--- src/rtl/watchdog_ctrl.sv ---
// watchdog_ctrl: register front end and key-sequence FSM for a watchdog core.
//
// Software arms the watchdog through CTRL, then services it with the two-step
// key sequence 0xA5 / 0x5A written to KEY. A wrong key, an illegal write while
// the first key is pending, or a core timeout raises sys_reset_req for 16
// cycles; the block then sits in HALT until reset_n.
//
// Register map (address): 0x08 CTRL, 0x09 STATUS, 0x0a TIMER, 0x0b KEY,
// 0x0c WINDOW. Unmapped addresses read 0 and ignore writes.
//
// Ports:
//   clk, reset_n          clock, synchronous active-low reset
//   cs, we, address,      single-cycle register access; read when we is low
//   write_data
//   read_data, ready      registered read result, ready high the cycle after cs
//   core_start/core_stop  one-cycle control pulses to the watchdog core
//   core_timer_init       reload value taken from TIMER
//   core_running,         status inputs from the watchdog core
//   core_timeout
//   sys_reset_req         system reset request (16 cycles long)
//
// Build option: define WATCHDOG_WINDOW_EN to add the windowed-kick check
// (elapsed counter vs WINDOW). Without it WINDOW reads 0 and kicks are always
// accepted.

module watchdog_ctrl (
  input  logic        clk,
  input  logic        reset_n,
  input  logic        cs,
  input  logic        we,
  input  logic [7:0]  address,
  input  logic [31:0] write_data,
  output logic [31:0] read_data,
  output logic        ready,
  output logic        core_start,
  output logic        core_stop,
  output logic [27:0] core_timer_init,
  input  logic        core_running,
  input  logic        core_timeout,
  output logic        sys_reset_req
);

  localparam logic [7:0]  AddrCtrl   = 8'h08;
  localparam logic [7:0]  AddrStatus = 8'h09;
  localparam logic [7:0]  AddrTimer  = 8'h0a;
  localparam logic [7:0]  AddrKey    = 8'h0b;
  localparam logic [7:0]  AddrWindow = 8'h0c;

  localparam logic [31:0] KeyFirst   = 32'h0000_00a5;
  localparam logic [31:0] KeySecond  = 32'h0000_005a;
  localparam logic [27:0] TimerReset = 28'h0ff_ffff;
  // Counter runs 0..15 while in StReset, giving a 16-cycle request.
  localparam logic [4:0]  ResetLast  = 5'd15;

  localparam logic [2:0]  StIdle  = 3'd0;
  localparam logic [2:0]  StArmed = 3'd1;
  localparam logic [2:0]  StKey1  = 3'd2;
  localparam logic [2:0]  StReset = 3'd3;
  localparam logic [2:0]  StHalt  = 3'd4;

  logic [2:0]  state_q, state_d;
  logic [4:0]  rst_cnt_q, rst_cnt_d;
  logic [27:0] timer_q, timer_d;
  logic        violation_q, violation_d;
  logic        timeout_q, timeout_d;
  logic        start_q, start_d;
  logic        stop_q, stop_d;
  logic        ready_q;
  logic [31:0] read_data_q, read_mux;
  logic [27:0] window_rd;
  logic        kick_ok;
  logic        wr_en;

`ifdef WATCHDOG_WINDOW_EN
  logic [27:0] window_q, window_d;
  logic [27:0] elapsed_q, elapsed_d;
`endif

  assign wr_en = cs & we;

  // Next-state logic. Timeout is tested before any write so it wins a tie.
  always_comb begin
    state_d     = state_q;
    rst_cnt_d   = rst_cnt_q;
    timer_d     = timer_q;
    violation_d = violation_q;
    timeout_d   = timeout_q;
    start_d     = 1'b0;
    stop_d      = 1'b0;
`ifdef WATCHDOG_WINDOW_EN
    window_d    = window_q;
`endif
    case (state_q)
      StIdle: begin
        if (wr_en) begin
          if (address == AddrCtrl && write_data[0]) begin
            start_d = 1'b1;
            state_d = StArmed;
          end else if (address == AddrTimer) begin
            timer_d = write_data[27:0];
          end
`ifdef WATCHDOG_WINDOW_EN
          else if (address == AddrWindow) begin
            window_d = write_data[27:0];
          end
`endif
        end
      end
      StArmed: begin
        if (core_timeout) begin
          timeout_d = 1'b1;
          state_d   = StReset;
          rst_cnt_d = 5'd0;
        end else if (wr_en && address == AddrKey) begin
          if (write_data == KeyFirst) begin
            state_d = StKey1;
          end else begin
            violation_d = 1'b1;
            state_d     = StReset;
            rst_cnt_d   = 5'd0;
          end
        end
      end
      StKey1: begin
        if (core_timeout) begin
          timeout_d = 1'b1;
          state_d   = StReset;
          rst_cnt_d = 5'd0;
        end else if (wr_en) begin
          // Only a (timely) second key or a stop request is legal here.
          if (address == AddrKey && write_data == KeySecond && kick_ok) begin
            start_d = 1'b1;
            state_d = StArmed;
          end else if (address == AddrCtrl && write_data[1]) begin
            stop_d  = 1'b1;
            state_d = StIdle;
          end else begin
            violation_d = 1'b1;
            state_d     = StReset;
            rst_cnt_d   = 5'd0;
          end
        end
      end
      StReset: begin
        if (rst_cnt_q == ResetLast) begin
          state_d = StHalt;
        end else begin
          rst_cnt_d = rst_cnt_q + 5'd1;
        end
      end
      StHalt: begin
        state_d = StHalt;
      end
      default: begin
        state_d = StIdle;
      end
    endcase
  end

`ifdef WATCHDOG_WINDOW_EN
  // Elapsed time since the last start/kick, saturating so a long wait never
  // wraps back into the forbidden window.
  always_comb begin
    elapsed_d = elapsed_q;
    if (start_d) begin
      elapsed_d = 28'd0;
    end else if ((state_q == StArmed || state_q == StKey1) && elapsed_q != '1) begin
      elapsed_d = elapsed_q + 28'd1;
    end
  end

  assign kick_ok   = (elapsed_q >= window_q);
  assign window_rd = window_q;

  always_ff @(posedge clk) begin
    if (!reset_n) begin
      window_q  <= 28'd0;
      elapsed_q <= 28'd0;
    end else begin
      window_q  <= window_d;
      elapsed_q <= elapsed_d;
    end
  end
`else
  assign kick_ok   = 1'b1;
  assign window_rd = 28'd0;
`endif

  always_comb begin
    read_mux = 32'h0;
    case (address)
      AddrStatus: read_mux = {27'h0, (state_q == StHalt), violation_q, timeout_q,
                              (state_q == StKey1), core_running};
      AddrTimer:  read_mux = {4'h0, timer_q};
      AddrWindow: read_mux = {4'h0, window_rd};
      default:    read_mux = 32'h0;
    endcase
  end

  always_ff @(posedge clk) begin
    if (!reset_n) begin
      state_q     <= StIdle;
      rst_cnt_q   <= 5'd0;
      timer_q     <= TimerReset;
      violation_q <= 1'b0;
      timeout_q   <= 1'b0;
      start_q     <= 1'b0;
      stop_q      <= 1'b0;
      ready_q     <= 1'b0;
      read_data_q <= 32'h0;
    end else begin
      state_q     <= state_d;
      rst_cnt_q   <= rst_cnt_d;
      timer_q     <= timer_d;
      violation_q <= violation_d;
      timeout_q   <= timeout_d;
      start_q     <= start_d;
      stop_q      <= stop_d;
      ready_q     <= cs;
      // read_data holds the last read result between reads
      if (cs && !we) begin
        read_data_q <= read_mux;
      end
    end
  end

  assign read_data       = read_data_q;
  assign ready           = ready_q;
  assign core_start      = start_q;
  assign core_stop       = stop_q;
  assign core_timer_init = timer_q;
  assign sys_reset_req   = (state_q == StReset);

endmodule

--- config.mk ---
export PLATFORM = sky130hd
export DESIGN_NAME = watchdog_ctrl
export DESIGN_NICKNAME = d
export VERILOG_FILES = /design/src/rtl/watchdog_ctrl.sv
export SDC_FILE = /design/constraint.sdc
export NUM_CORES = 1
export LEC_CHECK = 0
export BUFFER_PORTS_ARGS = -buffer_cell sky130_fd_sc_hd__buf_2
export CORE_UTILIZATION = 53
export CTS_CLUSTER_DIAMETER = 120
export DETAILED_ROUTE_END_ITERATION = 10
export GPL_ROUTABILITY_DRIVEN = 0
export PLACE_DENSITY = 0.92
export SETUP_SLACK_MARGIN = 0.4
export SKIP_CTS_REPAIR_TIMING = 1
export SYNTH_ARGS = -nofsm -noshare
export SYNTH_HDL_FRONTEND = slang
export SYNTH_SLANG_ARGS = --single-unit
--- constraint.sdc ---
create_clock -name clk -period 5.02 [get_ports clk]
set_clock_uncertainty 0.05 [all_clocks]
set_input_delay 0.502 -clock clk [delete_from_list [all_inputs] [get_ports clk]]
set_output_delay 0.502 -clock clk [all_outputs]
set_load 0.01 [all_outputs]
; Yosys cells after proc, flatten, opt, wreduce, memory -nomap -nowiden
; Cells that the tools add are included.
[word_totals]
regBits = 73
in_bits = 46
out_inout_bits = 64
elab_cells = 94
[classes]
add_sub_neg = 1
eq_ne = 27
n_mux = 36
n_bitwise = 5
reduce_logical = 16
[op_table]
columns = cell, count
row1 = one-hot mux 28 bit (2 select lines), 1
row2 = 2-to-1 mux 5 bit, 8
row3 = equality test 32 x 7 -> 1 bit (second input constant), 1
row4 = equality test 32 x 8 -> 1 bit (second input constant), 1
row5 = equality test 8 x 4 -> 1 bit (second input constant), 4
row6 = 2-to-1 mux 3 bit, 7
row7 = != test 2 bit (second input constant), 10
row8 = != test 3 bit (second input constant), 5
row9 = one-hot mux 3 bit (5 select lines), 1
row10 = one-hot mux 5 bit (3 select lines), 1
row11 = 2-to-1 mux 1 bit, 14
row12 = AND reduction 8 bit, 1
row13 = AND reduction 7 bit, 1
row14 = equality test 3 x 2 -> 1 bit (second input constant), 2
row15 = adder 5 x 1 -> 5 bit (second input constant), 1
row16 = equality test 5 x 4 -> 1 bit (second input constant), 1
row17 = logical AND 1 bit, 5
row18 = AND reduction 5 bit, 1
row19 = OR reduction 5 bit, 1
row20 = 2-to-1 mux 2 bit, 2
row21 = inverter 1 bit, 4
row22 = one-hot mux 1 bit (2 select lines), 2
row23 = AND reduction 4 bit, 1
row24 = equality test 3 x 1 -> 1 bit (second input constant), 1
row25 = 9 further kinds, 9

; Logic depth before layout (Yosys ltp)
; Gate-level depths: netlist of run 1.
[depth]
ltp_word = 7
mapped_depth = 8
mapped_depth_nobuf = 8

; Worst setup path after synthesis of run 1
; OpenSTA, ideal clock, no wires.
[synth_path]
path_type = input to register
startpoint = in address[5]
endpoint = reg timer_q[10], in the netlist core_timer_init[10]
setup_ps = 137
arrival_time_ps = 1783
required_time_ps = 4833
setup_slack_ps = 3050
cell_stages = 6
path_buffers = 1
path_cell_list = nor4_4 and4bb_1 nand4_2 buf_2 nand2_1 nand3_1
[synth_between]
elab_chain_cells = 4
word_cells_on_any_way = 5
classes_between = eq/ne (2) / bitwise (1) / reduce/logical (2)
[synth_rtl]
columns = item, line
row1 = "start, declared", 31  ; input logic [7:0] address,
row2 = equality test 8 x 4 -> 1 bit, 96  ; if (address == AddrCtrl && write_data[0]) begin
row3 = logical AND 1 bit, 96
row4 = inverter 1 bit (no source line), -
row5 = AND reduction 4 bit (no source line) (*), -
row6 = "end signal, assigned", 204  ; timer_q <= TimerReset;
row7 = "end signal, assigned", 214  ; timer_q <= timer_d;
row8 = "end, declared", 63  ; logic [27:0] timer_q, timer_d;
; Every way passes the cells marked *; elsewhere a longest branch is shown, timed or not.
; A chain may end at the register's enable or synchronous reset.

; Final worst setup path of run 1
[layout_path]
startpoint = in address[5]
endpoint = reg timer_q[16], in the netlist core_timer_init[16]
; Same word-level chain as after synthesis.

==> flow_summary.json, run 1 <==
{
  "die_y_um": 77.6,
  "grt_max_degree": 40,
  "core-area_sq_um": 5510,
  "p_total_w": 0.00101,
  "p_leak_nw": 1.60,
  "finalSetupViolations": 0,
  "remaining_drc_errors": 0,
  "min_path_cells": 3,
  "grt_pass1_vias": 2780,
  "top_level_ports": 110,
  "fin_nets": 504,
  "antenna_left": 0,
  "h-tree-depth": 3,
  "antenna_found_initial": 0,
  "synthCells": 364,
  "gr-total-overflow": 0,
  "utilization_pct": 66.9,
  "synth_ff_type": "dfxtp_1",
  "multiInputGateArea_sq_um": 1480,
  "vdd_drop_max_v": 0.000194,
  "crit_path_end_kind": "register",
  "synth_top_cell_by_area": "dfxtp_1",
  "dieArea_sq_um": 6020,
  "critical_path_class": "primary input to register",
  "cts.sinks": 69,
  "start_kind": "primary input",
  "synth.cell_area_sq_um": 3030,
  "fillers": 447,
  "worstMarginPinSlew_ps": 1180,
  "postPlaceCellArea_sq_um": 3520,
  "synth_area_leaders": "dfxtp_1 46%, nand2_1 8.5%, a22oi_1 6.9%",
  "drt_iter0_markers": 396,
  "dr.pass1.iters": 6,
  "insertion_delay_ps": 350,
  "critical_path.max_stage_delay_ps": 880,
  "maxSlewHeadroom_pct": 21.1,
  "dpl.hpwl_mm": 5.73,
  "yosysSeqAreaShare_pct": 45.6,
  "yosys.area.top_type_share_pct": 45.6,
  "grt_use_total_pct": 28.3,
  "vias_per_cell": 6.00,
  "yosys_register_bits": 69,
  "area_growth_pct": 21.6,
  "clk_path_buf_depth": 2,
  "fin_area_sq_um": 3680,
  "port_buffers": 105,
  "min_period_ps": 2450,
  "hp-start": "write_data[19]",
  "cellPowerDensity_nw_per_um2": 273,
  "regArea_sq_um": 1380,
  "fin_crit_sh_pct": 48.8,
  "cts_buffers": 9,
  "slew_viol_final": 0,
  "min_to": "core_timer_init[19]",
  "synthArstFlopShare_pct": 0,
  "fmax_mhz": 408,
  "required_ps": 5260,
  "worstPathMaxFanout": 28,
  "hold_viol": 0,
  "reg2reg_to": "core_timer_init[16]",
  "reg2reg_depth": 4,
  "wl_mm": 8.30,
  "rsz0062_at_grt": "no",
  "cts_tree": "built",
  "drv_cap": 0,
  "synth_common_cells": "69 x dfxtp_1, 69 x nand2_1, 35 x nor2_1, 29 x nand3_1, 28 x a22oi_1",
  "r2r_start": "state_q[1]",
  "grt_pass1_wl_mm": 13.4,
  "r2r_slack_ps": 2770,
  "cp_slowest_cell": "and4_1",
  "rows": 27,
  "synth_edf_count": 0,
  "via_count": 3197,
  "cts_root_buffer": "clkbuf_8",
  "clk_pin_slew_worst_paths_ps": 80,
  "syn-mean-instance-area_sq_um": 8.33,
  "insertedDiodeCount": 0,
  "finalSetupTns_ps": 0,
  "drive_gt1_share_pct": 27.8,
  "routedWlPerCell_um": 15.6,
  "hp-class": "primary input to register",
  "whs_ps": 325,
  "yosysWarnings": 0,
  "outcome": "finished, final reports clean",
  "initial_core_util_pct": 55.0,
  "arrival_ps": 2690,
  "synth_cell_types": 54,
  "cp_cell_sequence": "buf_2 -> nor4_4 -> and4bb_1 -> and4_1 -> nand2_1 -> nand3_1",
  "dieWidth_um": 77.6
}
-- metal layers --
metal / global-route usage, % / part of all wire, % / vias up
li1: - / - / 1472
met1: 35.9 / 42 / 1488
met2: 44.2 / 47 / 204
met3: 7.29 / 8.3 / 33
met4: 14.7 / 3.4 / 0
met5: 0 / 0 / -
-- power breakdown --
group / leakage (nW) / internal, W / switching [W]
logic: 0.958 / 0.0000222 / 0.0000395
clock network: 0.0860 / 0.000178 / 0.000217
registers: 0.557 / 0.000548 / 0.000000850
total: 1.60 / 0.000748 / 0.000257
-- final cells by class --
class / count / area share [%]
inverter: 6 / 0.611
multi-input combinational: 263 / 40.2
tap: 72 / 2.45
clock buffer: 10 / 3.46
timing repair buffer: 107 / 14.7
sequential: 69 / 37.5
clock inverter: 6 / 1.09
-- sequential cells by signal, summed over array words and instances (netlist names) --
register,count
core_timer_init,28
read_data,28
rst_cnt_q,5
state_q,3
core_start,1
core_stop,1
ready,1
timeout_q,1
violation_q,1
-- kinds of logic (layout without fill, tap and decap cells) --
family | Yosys count | after routing | synth area share, %
adders and majority gates | 2 | 2 | 0.826
muxes | 2 | 2 | 0.661
buffers and inverters | 35 | 129 | 5.90
and+or+nand+nor | 187 | 187 | 31.1
AOI/OAI and AO/OA | 67 | 67 | 15.5
xor gates and xnor gates | 1 | 1 | 0.289
other | 1 | 4 | 0.124
DFF | 69 | 69 | 45.6
-- cells in the final DEF, fill, tap and decap left out, drive strengths merged, types with 7 or more instances in the layout --
master,instances
buf,107
nand2,69
dfxtp,69
nor2,35
nand3,29
a22oi,28
a21oi,13
clkbuf,10
nor4,9
nor2b,7
-- how the worst max path moves through the flow --
stage	start	slack (ps)	depth (start not counted)	end
floorplan	address[5]	3050	6	core_timer_init[10]
global placement	address[5]	2400	6	core_timer_init[27]
detailed placement	address[5]	2290	6	core_timer_init[27]
CTS	address[5]	2650	6	core_timer_init[25]
global route	address[5]	2460	6	core_timer_init[25]
finish	address[5]	2570	6	core_timer_init[16]
-- per-stage QoR --
step,std cells,setup WS [ps]
2_1_floorplan,367,3050
3_3_place_gp,517,2400
3_5_place_dp,517,2290
4_1_cts,533,2650
5_1_grt,533,2460
6_report,533,2570
-- critical path, delay by kind of cell --
kind | cells | cell delay, ps
buffers and inverters | 1 | 110
AND/OR/NAND/NOR | 5 | 2070
No activity file was read; power rests on OpenSTA's default activity.
==> inputs of run 2 (changes only) <==
--- a/config.mk
+++ b/config.mk
@@ -6,11 +6,11 @@
 export NUM_CORES = 1
 export LEC_CHECK = 0
 export BUFFER_PORTS_ARGS = -buffer_cell sky130_fd_sc_hd__buf_2
-export CORE_UTILIZATION = 53
+export CORE_UTILIZATION = 49
 export CTS_CLUSTER_DIAMETER = 120
 export DETAILED_ROUTE_END_ITERATION = 10
 export GPL_ROUTABILITY_DRIVEN = 0
-export PLACE_DENSITY = 0.92
+export PLACE_DENSITY = 0.86
 export SETUP_SLACK_MARGIN = 0.4
 export SKIP_CTS_REPAIR_TIMING = 1
 export SYNTH_ARGS = -nofsm -noshare
==> constraint.sdc (replaced) <==
create_clock -name clk -period 2.43 [get_ports clk]
set_clock_uncertainty 0.05 [all_clocks]
set_input_delay 0.243 -clock clk [delete_from_list [all_inputs] [get_ports clk]]
set_output_delay 0.243 -clock clk [all_outputs]
set_load 0.01 [all_outputs]
==> flow_summary.json, run 2 (synthesis results as in run 1) <==
{
  "hp-class": "primary input to register",
  "remaining_drc_errors": 0,
  "swShare_pct": 25.8,
  "m1WireLength_mm": 3.35,
  "fin_ws_ps": 482,
  "drt_iter0_markers": 309,
  "dieWidth_um": 80.6,
  "final_cell_mix": "105 x buf_2, 69 x nand2_1, 65 x dfxtp_1",
  "fin_crit_sh_pct": 80.2,
  "arrival_ps": 2160,
  "die_y_um": 80.6,
  "cp_cell_sequence": "ha_2 -> and3_1 -> ha_2 -> and3_1 -> nor3_1 -> o21ai_1 -> a211oi_2 -> buf_4 -> mux2i_1",
  "drive_gt1_share_pct": 30.6,
  "wl_mm": 8.13,
  "cts_root_buffer": "clkbuf_8",
  "min_path_cells": 3,
  "fillers": 526,
  "antenna_found_initial": 0,
  "hold_viol": 0,
  "grt_pass1_wl_mm": 12.4,
  "critical_path_class": "register to register",
  "cellPowerDensity_nw_per_um2": 558,
  "antenna_left": 0,
  "grt_use_total_pct": 25.2,
  "critical_path.max_stage_delay_ps": 340,
  "via_count": 3133,
  "finalSetupViolations": 0,
  "insertedDiodeCount": 0,
  "p_sw_w": 0.000541,
  "top_layer": "met4",
  "p_comb_share_pct": 6.3,
  "port_buffers": 105,
  "required_ps": 2640,
  "crit_path_end_kind": "register",
  "r2r_slack_ps": 480,
  "cp.buffers_inverters": 1,
  "worst-path-stages": 9,
  "maxSlewHeadroom_pct": 63.5,
  "rsz0062_at_grt": "yes",
  "dr_wl_met2_mm": 3.89,
  "utilization_pct": 63.1,
  "clk_path_buf_depth": 2,
  "grt_max_degree": 39,
  "dieArea_sq_um": 6500,
  "cts_buffers": 9,
  "dpl.hpwl_mm": 5.69,
  "top_level_ports": 110,
  "regArea_sq_um": 1390,
  "start_kind": "register",
  "fin_nets": 510,
  "insertion_delay_ps": 340,
  "cp_slowest_cell": "dfxtp_2",
  "critPathTopFamily": "simple AND/OR/NAND/NOR gates",
  "outcome": "finished, final reports clean",
  "drv_cap": 0,
  "dr.pass1.iters": 5,
  "rows": 28,
  "min_period_ps": 1950,
  "gr-total-overflow": 0,
  "worstMarginPinSlew_ps": 539,
  "layout_commonest_cell": "buf_2",
  "seq_power_share_pct": 54.1,
  "area_growth_pct": 23.9,
  "wl_met3_um": 711,
  "fmax_mhz": 513,
  "core-area_sq_um": 5960,
  "grt_pass1_vias": 2616,
  "reg2reg_depth": 9,
  "intPower_w": 0.00155,
  "slew_viol_final": 0,
  "multiInputGateArea_sq_um": 1490,
  "cts.sinks": 69,
  "pwr-share-clk_pct": 39.5,
  "worstPathMaxFanout": 5,
  "vias_per_cell": 5.78,
  "routedWlPerCell_um": 15.0,
  "vdd_drop_max_v": 0.000418,
  "clk_pin_slew_worst_paths_ps": 80,
  "finalSetupTns_ps": 0,
  "place_ws_ps": 305,
  "initial_core_util_pct": 50.9,
  "p_leak_nw": 1.63,
  "cts_tree": "built",
  "h-tree-depth": 3
}
## run 2: cell types whose count changed in the layout (fill, tap and decap cells not counted), sizes merged
cell,previous run,this run
buf,107,113
clkbuf,10,9
clkinv,5,4
clkinvlp,1,2
inv,6,7
## run 2: worst paths after layout
kind,from,endpoint
worst max-delay path,rst_cnt_q[1],rst_cnt_q[4]
worst min-delay path,write_data[20],core_timer_init[20]
worst max register to register,rst_cnt_q[1],rst_cnt_q[4]
worst min register to register,core_timer_init[27],core_timer_init[27]
## run 2: area by class of cell
class                           instances  area share (%)
Multi-Input combinational cell        263            39.7
Tap cell                               75            2.50
Inverter                                6           0.600
Clock buffer                            9            3.30
Clock inverter                          7            1.37
Sequential cell                        69            36.9
Timing Repair Buffer                  113            15.6
## run 2: power groups by stage
stage	clock, W	sequential, W	combinational, W
after CTS	0.000843	0.00113	0.000129
after detailed placement	0	0.00116	0.000129
final	0.000828	0.00113	0.000133
after global placement	0	0.00116	0.000127
after global routing	0.000897	0.00113	0.000143
after floorplan	0	0.00116	0.0000651
## run 2: per-stage QoR
step | cells | cell area, sq um | total power [W] | hold WS (ps)
detailed placement | 524 | 3550 | 0.00129 | 407
floorplan | 367 | 3040 | 0.00123 | 315
finish | 542 | 3760 | 0.00209 | 76.9
global route | 542 | 3760 | 0.00217 | 68.4
CTS | 540 | 3720 | 0.00211 | 68.1
global placement | 524 | 3550 | 0.00129 | 395
## run 2: per-layer routing
metal | track usage [%] | up-vias
li1 | - | 1481
met1 | 32.0 | 1462
met2 | 39.8 | 170
met3 | 6.02 | 20
met4 | 11.8 | 0
met5 | 0 | -
## run 2: worst min-delay path, cell delays in order
cell and delay [ps]:
buf_2 90, nand2_1 40, nand3_1 60
